`config.mk`:
```
export PLATFORM = sky130hd
export DESIGN_NAME = uc_int
export DESIGN_NICKNAME = d
export VERILOG_FILES = /design/src/rtl/uc_pkg.sv /design/src/rtl/uc_int_prio.sv /design/src/rtl/uc_int.sv
export SDC_FILE = /design/constraint.sdc
export NUM_CORES = 1
export LEC_CHECK = 0
export CAP_MARGIN = 10
export CORE_MARGIN = 2
export CORE_UTILIZATION = 38
export CTS_CLUSTER_SIZE = 30
export DETAILED_ROUTE_END_ITERATION = 8
export PLACE_DENSITY = 0.84
export SETUP_SLACK_MARGIN = 0.1
export SYNTH_ARGS = -nofsm -noshare
export SYNTH_HDL_FRONTEND = slang
export SYNTH_HIERARCHICAL = 1
export SYNTH_SLANG_ARGS = --single-unit
```
`constraint.sdc`:
```
create_clock -name clk -period 2 [get_ports clk]
set_input_delay 0.4 -clock clk [delete_from_list [all_inputs] [get_ports clk]]
set_output_delay 0.4 -clock clk [all_outputs]
set_load 0.005 [all_outputs]
```
`src/rtl/uc_pkg.sv`:
```
// Shared opcode encodings, mux-select constants and FSM state type for the uc_int control unit.
package uc_pkg;

   localparam logic [5:0] OP_JMP     = 6'b100100;
   localparam logic [5:0] OP_JZ      = 6'b100101;
   localparam logic [5:0] OP_JNZ     = 6'b100110;
   localparam logic [5:0] OP_RET     = 6'b101000;
   localparam logic [5:0] OP_CALL    = 6'b101001;
   localparam logic [5:0] OP_IN      = 6'b101010;
   localparam logic [5:0] OP_OUT_REG = 6'b101011;
   localparam logic [5:0] OP_OUT_INM = 6'b101100;
   localparam logic [5:0] OP_RETI    = 6'b101101;
   localparam logic [5:0] OP_EI      = 6'b101110;
   localparam logic [5:0] OP_DI      = 6'b101111;

   localparam logic [1:0] SINM_ALU = 2'b00;
   localparam logic [1:0] SINM_IMM = 2'b01;
   localparam logic [1:0] SINM_MEM = 2'b10;
   localparam logic [1:0] SINM_IN  = 2'b11;

   localparam logic [1:0] SOUT_REG = 2'b00;
   localparam logic [1:0] SOUT_INM = 2'b01;

   typedef enum logic [1:0] {RUN, INT_PUSH, INT_VEC} state_t;

   // Index width for NINT lines; a single line still needs one bit.
   function automatic int unsigned id_width(input int unsigned n);
      return (n > 1) ? $clog2(n) : 1;
   endfunction

endpackage

```
`src/rtl/uc_int_prio.sv`:
```
// Fixed-priority interrupt selector: lowest-index pending line wins.
module uc_int_prio
   import uc_pkg::*;
#(
   parameter int unsigned NINT = 2,
   parameter int unsigned IDW  = id_width(NINT)
) (
   input  logic [NINT-1:0] pending,
   output logic            valid,
   output logic [IDW-1:0]  id,
   output logic [NINT-1:0] onehot
);

   // Scan from the top down so the lowest set index is written last.
   always_comb begin
      valid  = 1'b0;
      id     = '0;
      onehot = '0;
      for (int i = int'(NINT) - 1; i >= 0; i--) begin
         if (pending[i]) begin
            valid     = 1'b1;
            id        = IDW'(i);
            onehot    = '0;
            onehot[i] = 1'b1;
         end
      end
   end

endmodule

```
`src/rtl/uc_int.sv`:
```
// Single-cycle CPU control unit with opcode decode and an edge-triggered interrupt entry engine.
// Define INTR_SYNC_EN to pass each intr line through a 2-flop synchroniser before edge detection.
module uc_int
   import uc_pkg::*;
#(
   parameter int unsigned NINT       = 2,
   parameter int unsigned PCW        = 10,
   parameter int unsigned VEC_BASE   = 1008,
   parameter int unsigned VEC_STRIDE = 4
) (
   input  logic            clk,
   input  logic            reset,
   input  logic [5:0]      opcode,
   input  logic [1:0]      io_sel,
   input  logic            z,
   input  logic [NINT-1:0] intr,
   output logic            s_inc,
   output logic            we3,
   output logic            wez,
   output logic            pop,
   output logic            push,
   output logic            s_stack,
   output logic            we4,
   output logic            we_out,
   output logic [1:0]      s_inm,
   output logic [1:0]      s_in,
   output logic [1:0]      s_out,
   output logic [2:0]      op_alu,
   output logic            s_vec,
   output logic [PCW-1:0]  vec_addr,
   output logic [NINT-1:0] int_ack,
   output logic            ie
);

   localparam int unsigned IDW = id_width(NINT);

   state_t          state_q, state_d;
   logic            ie_q, ie_d;
   logic [NINT-1:0] pend_q, pend_d;
   logic [NINT-1:0] intr_s, intr_q, rise;
   logic [IDW-1:0]  id_q, id_d;
   logic [NINT-1:0] sel_q, sel_d;
   logic            pvalid;
   logic [IDW-1:0]  pid;
   logic [NINT-1:0] ponehot;
   logic            take;

`ifdef INTR_SYNC_EN
   logic [NINT-1:0] sync1_q, sync2_q;

   always_ff @(posedge clk or posedge reset) begin
      if (reset) begin
         sync1_q <= '0;
         sync2_q <= '0;
      end else begin
         sync1_q <= intr;
         sync2_q <= sync1_q;
      end
   end

   assign intr_s = sync2_q;
`else
   assign intr_s = intr;
`endif

   assign rise = intr_s & ~intr_q;

   uc_int_prio #(
      .NINT (NINT),
      .IDW  (IDW)
   ) u_prio (
      .pending (pend_q),
      .valid   (pvalid),
      .id      (pid),
      .onehot  (ponehot)
   );

   assign take     = (state_q == RUN) && ie_q && pvalid;
   assign int_ack  = (state_q == INT_VEC) ? sel_q : '0;
   // A fresh edge on the line being acknowledged survives the clear.
   assign pend_d   = (pend_q & ~int_ack) | rise;
   assign vec_addr = PCW'(VEC_BASE + 32'(id_q) * VEC_STRIDE);
   assign ie       = ie_q;

   always_ff @(posedge clk or posedge reset) begin
      if (reset) begin
         state_q <= RUN;
         ie_q    <= 1'b0;
         pend_q  <= '0;
         intr_q  <= '0;
         id_q    <= '0;
         sel_q   <= '0;
      end else begin
         state_q <= state_d;
         ie_q    <= ie_d;
         pend_q  <= pend_d;
         intr_q  <= intr_s;
         id_q    <= id_d;
         sel_q   <= sel_d;
      end
   end

   always_comb begin
      state_d = state_q;
      ie_d    = ie_q;
      id_d    = id_q;
      sel_d   = sel_q;
      s_inc   = 1'b0;
      we3     = 1'b0;
      wez     = 1'b0;
      pop     = 1'b0;
      push    = 1'b0;
      s_stack = 1'b0;
      we4     = 1'b0;
      we_out  = 1'b0;
      s_inm   = SINM_ALU;
      s_in    = 2'b00;
      s_out   = SOUT_REG;
      op_alu  = 3'b000;
      s_vec   = 1'b0;

      unique case (state_q)
         RUN: begin
            if (take) begin
               // Squash: every output stays at its default, PC holds.
               state_d = INT_PUSH;
               ie_d    = 1'b0;
               id_d    = pid;
               sel_d   = ponehot;
            end else begin
               s_inc = 1'b1;
               casez (opcode)
                  6'b0?????: begin
                     we3    = 1'b1;
                     wez    = 1'b1;
                     op_alu = opcode[4:2];
                  end
                  6'b1000??: begin
                     we3   = 1'b1;
                     s_inm = SINM_IMM;
                  end
                  OP_JMP:  s_inc = 1'b0;
                  OP_JZ:   s_inc = ~z;
                  OP_JNZ:  s_inc = z;
                  OP_RET: begin
                     s_inc   = 1'b0;
                     pop     = 1'b1;
                     s_stack = 1'b1;
                  end
                  OP_RETI: begin
                     s_inc   = 1'b0;
                     pop     = 1'b1;
                     s_stack = 1'b1;
                     ie_d    = 1'b1;
                  end
                  OP_CALL: push = 1'b1;
                  OP_IN: begin
                     we3   = 1'b1;
                     s_inm = SINM_IN;
                     s_in  = io_sel;
                  end
                  OP_OUT_REG: begin
                     we_out = 1'b1;
                     s_out  = SOUT_REG;
                  end
                  OP_OUT_INM: begin
                     we_out = 1'b1;
                     s_out  = SOUT_INM;
                  end
                  OP_EI: ie_d = 1'b1;
                  OP_DI: ie_d = 1'b0;
                  6'b1110??: we4 = 1'b1;
                  6'b1111??: begin
                     we3   = 1'b1;
                     s_inm = SINM_MEM;
                  end
                  default: ;
               endcase
            end
         end
         INT_PUSH: begin
            push    = 1'b1;
            state_d = INT_VEC;
         end
         INT_VEC: begin
            s_vec   = 1'b1;
            state_d = RUN;
         end
         default: state_d = RUN;
      endcase
   end

endmodule

```
After elaboration in Yosys (flattened, before gate mapping) --
Cells that the tools add are included.
Word-level totals: flip-flop bits (word level) 10, output and inout bits 31, logic and storage cells 86
Cells by class: add/sub/neg operators 1, equal/unequal tests 17, mux-type cells 44, bitwise operators 7, reduce and logical (&&, ||, !) cells 11
Operators with widths (count):
- 6-bit == test, second input constant | 11
- 1-bit two-way mux | 27
- 2-bit two-way mux | 9
- 4-bit == test, second input constant | 3
- 10-bit by 3-bit adder with 10-bit output, first input constant | 1
- 3-bit two-way mux | 3
- 2-bit one-hot mux with 3 select lines | 1
- 2-bit OR reduction | 3
- 2-bit AND | 2
- 2-bit inverter | 2
- 1-bit one-hot mux with 2 select lines | 2
- 2-bit one-hot mux with 2 select lines | 1
- 2-bit AND reduction | 2
- 4-bit OR reduction | 1
- 1-bit one-hot mux with 3 select lines | 1
- 3-bit nonzero test | 1
- 3-bit OR reduction | 1
- 2-bit by 1-bit == test with 1-bit output, second input constant | 1
- 2-bit == test, second input constant | 1
- 1-bit logical AND | 2
- 2-bit logical NOT | 1
- 2-bit != test, second input constant | 1
- 1-bit inverter | 2
- 2-bit OR | 1

Depth between registers and ports, before layout --
depth after elaboration 5, gate-level depth with buffers 4, mapped depth without buffers 4

By module --
The synthesis kept the hierarchy.
By module, submodules not included:
- uc_int | times used 1, cells each 83, area each 778.2 µm², sequential area each 250.2 µm²
- uc_int_prio | times used 1, cells each 4, area each 27.5 µm², sequential area each 0.0 µm²

Worst setup path before layout --
OpenSTA, ideal clock, no wires.
path kind register to output, start point register pend_q[0], end point output port we4, arrival 1.339 ns, data required time 1.600 ns, slack 0.261 ns, stages on the path, launching flop included 5, buffers on the path 0, cell sequence dfrtp_1 > or2_1 > a211oi_4 > nand3_1 > nor3b_1
On the way: longest elaborated chain between the ends 4
Ends and longest elaborated chain:
- start: declaration | RTL line uc_int.sv:39 | logic [NINT-1:0] pend_q, pend_d;
- start signal: assignment | RTL line uc_int.sv:96 | pend_q <= pend_d;
- 1-bit two-way mux | RTL line uc_int_prio.sv:20 | if (pending[i]) begin
- net pvalid | RTL line uc_int.sv:43 | logic pvalid;
- 1-bit logical AND | RTL line uc_int.sv:78 | assign take = (state_q == RUN) && ie_q && pvalid;
- 1-bit two-way mux | RTL line uc_int.sv:124 | if (take) begin
- 1-bit two-way mux | RTL line uc_int.sv:122 | unique case (state_q)
- end: declaration | RTL line uc_int.sv:23 | output logic we4,
The timed path passes the listed nets, and every way through them passes these cells.

Final worst setup path --
start point register pend_q[1], end point output port op_alu[2]
On the way: longest elaborated chain between the ends 5
Ends and longest elaborated chain:
- 1-bit two-way mux (2 in series) | RTL line uc_int_prio.sv:20
- net pvalid | RTL line uc_int.sv:43
- 1-bit logical AND | RTL line uc_int.sv:78
- 3-bit two-way mux | RTL line uc_int.sv:124
- 3-bit two-way mux | RTL line uc_int.sv:122
- end: declaration | RTL line uc_int.sv:28 | output logic [2:0] op_alu,
The timed path passes the listed nets, and every way through them passes these cells.

==> impl_metrics.env <==
export IMPL_drtIter0Drc=6
export IMPL_setup_slack_ns=-0.300
export IMPL_viasPerCell=4.87
export IMPL_pre_cts_slack_ns=-0.525
export IMPL_core_area_um2=1980
export IMPL_grt_pass1_vias=796
export IMPL_peakVddDrop_uv=484
export IMPL_violations="negative setup slack"
export IMPL_path_max_fanout=4
export IMPL_fin_worst_skew_ns=0.00144
export IMPL_hold_viol_final=0
export IMPL_clk_latency_ns=0.26
export IMPL_layout_drive_gt1_share_pct=46.7
export IMPL_drc=0
export IMPL_ys_types=38
export IMPL_fin_cells=164
export IMPL_ys_ff_latch=10
export IMPL_rsz0062_at_grt="yes"
export IMPL_dp_final_hpwl_um=1650
export IMPL_nNetsFinal=152
export IMPL_die_width_um=50.1
export IMPL_track_usage_pct=19.3
export IMPL_slew_viol_final=0
export IMPL_synth_seq_area_share_pct=31.1
export IMPL_drtAntennaViolNets=0
export IMPL_vias=798
export IMPL_crit_path_start_kind="flip-flop"
export IMPL_cts_buffers=3
export IMPL_dpl_cell_area_um2=1180
export IMPL_die_y_um=50.1
export IMPL_outcome="finished, violations left"
export IMPL_routed_wl_um=2290
export IMPL_grt_first_pass_wirelength_um=3710
export IMPL_netlist_area_um2=806
export IMPL_grt_max_degree=11
export IMPL_maxCapViolations=0
export IMPL_die_area_um2=2510
export IMPL_rrSetupSlack_ns=0.68
export IMPL_worstPathArrival_ns=1.90
export IMPL_fmax_mhz=435
export IMPL_overflow=0
export IMPL_rows=16
export IMPL_dp_cells=152
export IMPL_r2r_end="sel_q[0]"
export IMPL_hold_class="in2async"
export IMPL_gp_congestion=0.839
export IMPL_critical_path_class="reg2out"
export IMPL_layout_min_cycle_time_ns=2.30
export IMPL_clockBufferDepth=2
export IMPL_clock_sinks=10
export IMPL_stdcell_area_um2=1260
export IMPL_antenna_found_initial=0
export IMPL_cts_root_buffer="clkbuf_4"
export IMPL_layout_common_cells="20 x buf_4, 13 x buf_2, 10 x conb_1, 10 x dfrtp_1, 10 x dlygate4sd2_1"
export IMPL_power_density_nw_per_um2=912
export IMPL_end_kind="primary output"
export IMPL_start_util_pct=40.7
export IMPL_cellLeakagePower_nw=0.670
export IMPL_wl_per_cell_um=14.0
export IMPL_num_antenna_cells=0
export IMPL_r2r_start="state_q[0]"
export IMPL_ys_warn_count=6
export IMPL_final_common_cell="buf_4"
export IMPL_finalCritPeriodShare_pct=115
export IMPL_clkTransAtPathRegs_ns=0.06
export IMPL_area_delta_synth_final_pct=57.0
export IMPL_drtPass1Iterations=4
export IMPL_io_pins=44
export IMPL_io_buffer_count=33
export IMPL_post_route_util_pct=63.8
export IMPL_h_tree_depth=1
export IMPL_cp_data_required_time_ns=1.60
export IMPL_syn_instance_count=87
export IMPL_syn_mean_instance_area_um2=9.26
export IMPL_setup_violations=15
export IMPL_worstRegToRegCells=4
export IMPL_cts_tree="done"
cells by family after synthesis:
logic type | synth area share (%)
flops | 31.1
simple gates | 31.4
other cells | 0.932
buf+inv | 18.6
compound gates | 11.2
mux | 6.83
worst max-delay path by stage:
stage / from / to / cells after the start
final: pend_q[1] / op_alu[2] / 7
after global routing: pend_q[1] / op_alu[2] / 7
after CTS: pend_q[1] / op_alu[2] / 7
after detailed placement: opcode[2] / s_in[0] / 4
after global placement: opcode[2] / s_in[0] / 4
after floorplan: pend_q[0] / we4 / 4
final cells by class:
cell class,instances,area [um^2]
well taps,27,33.8
inverters,5,18.8
repair buffers,57,450
clock buffers,3,22.5
fillers,162,717
multi-input cells,62,489
flip-flops and latches,10,250
synth_stat cells, drive strengths merged:
| cell type | count | area, um^2 |
|---|---|---|
| buf | 16 | 121 |
| dfrtp | 10 | 250 |
| and3 | 6 | 42.5 |
| and2 | 5 | 31.3 |
| inv | 5 | 18.8 |
| nor2 | 4 | 17.5 |
| and2b | 3 | 25.0 |
| mux2 | 3 | 45.0 |
| nand2b | 3 | 18.8 |
| nand3 | 3 | 15.0 |
| a211oi | 2 | 27.5 |
| a21oi | 2 | 10.0 |
| and4 | 2 | 18.8 |
| clkbuf | 2 | 10.0 |
| conb | 2 | 7.51 |
| nand2 | 2 | 7.51 |
| nor2b | 2 | 12.5 |
| o22ai | 2 | 12.5 |
| a311oi | 1 | 8.76 |
| a31oi | 1 | 6.26 |
| and3b | 1 | 8.76 |
| and4bb | 1 | 12.5 |
| mux2i | 1 | 10.0 |
| nand4b | 1 | 8.76 |
| nor3 | 1 | 5.00 |
| nor3b | 1 | 7.51 |
| nor4b | 1 | 15.0 |
| o211a | 1 | 10.0 |
| o21a | 1 | 7.51 |
| o21bai | 1 | 7.51 |
| or2 | 1 | 6.26 |
power by group:
group,internal (W),total [W],switching (W)
Sequential,0.000258,0.000304,0.0000461
Combinational,0.000437,0.000720,0.000283
Clock,0.0000690,0.000129,0.0000602
Total,0.000764,0.00115,0.000389
through the flow:
stage / total power, W / setup TNS (ns) / hold WS, ns
floorplan: 0.000630 / 0 / 0.240
CTS: 0.00110 / -2.13 / 0.419
detailed placement: 0.000899 / -6.14 / 0.436
global placement: 0.000881 / -5.50 / 0.420
global route: 0.00123 / -4.69 / 0.435
finish: 0.00115 / -3.50 / 0.418
flip-flops by register name (all words and copies together) (netlist names):
signal   flops
intr_q       2
pend_q       2
sel_q        2
state_q      2
id_q         1
ie           1
critical path, stage by stage, from the launching register on:
cell and delay, ns:
dfrtp_1 0.39, or2_4 0.27, a211oi_4 0.34, buf_4 0.18, and2b_2 0.16, buf_6 0.09, and2_4 0.13, buf_6 0.08
metal layers:
layer,global-route usage (%),part of all wire (%)
met1,22.8,42
met2,35.1,53
met3,4.85,3.0
met4,3.24,1.9
met5,0,0
timing repair:
action / 4_1_cts / 5_1_grt
setup buffers: 7 / 4
hold buffers: 0 / 0
gates cloned: 0 / 0
resized for setup: 84 / 6
endpoints found under the setup margin: 19 / 16
pin swaps: 12 / 3
(Power assumes the default switching activity.)
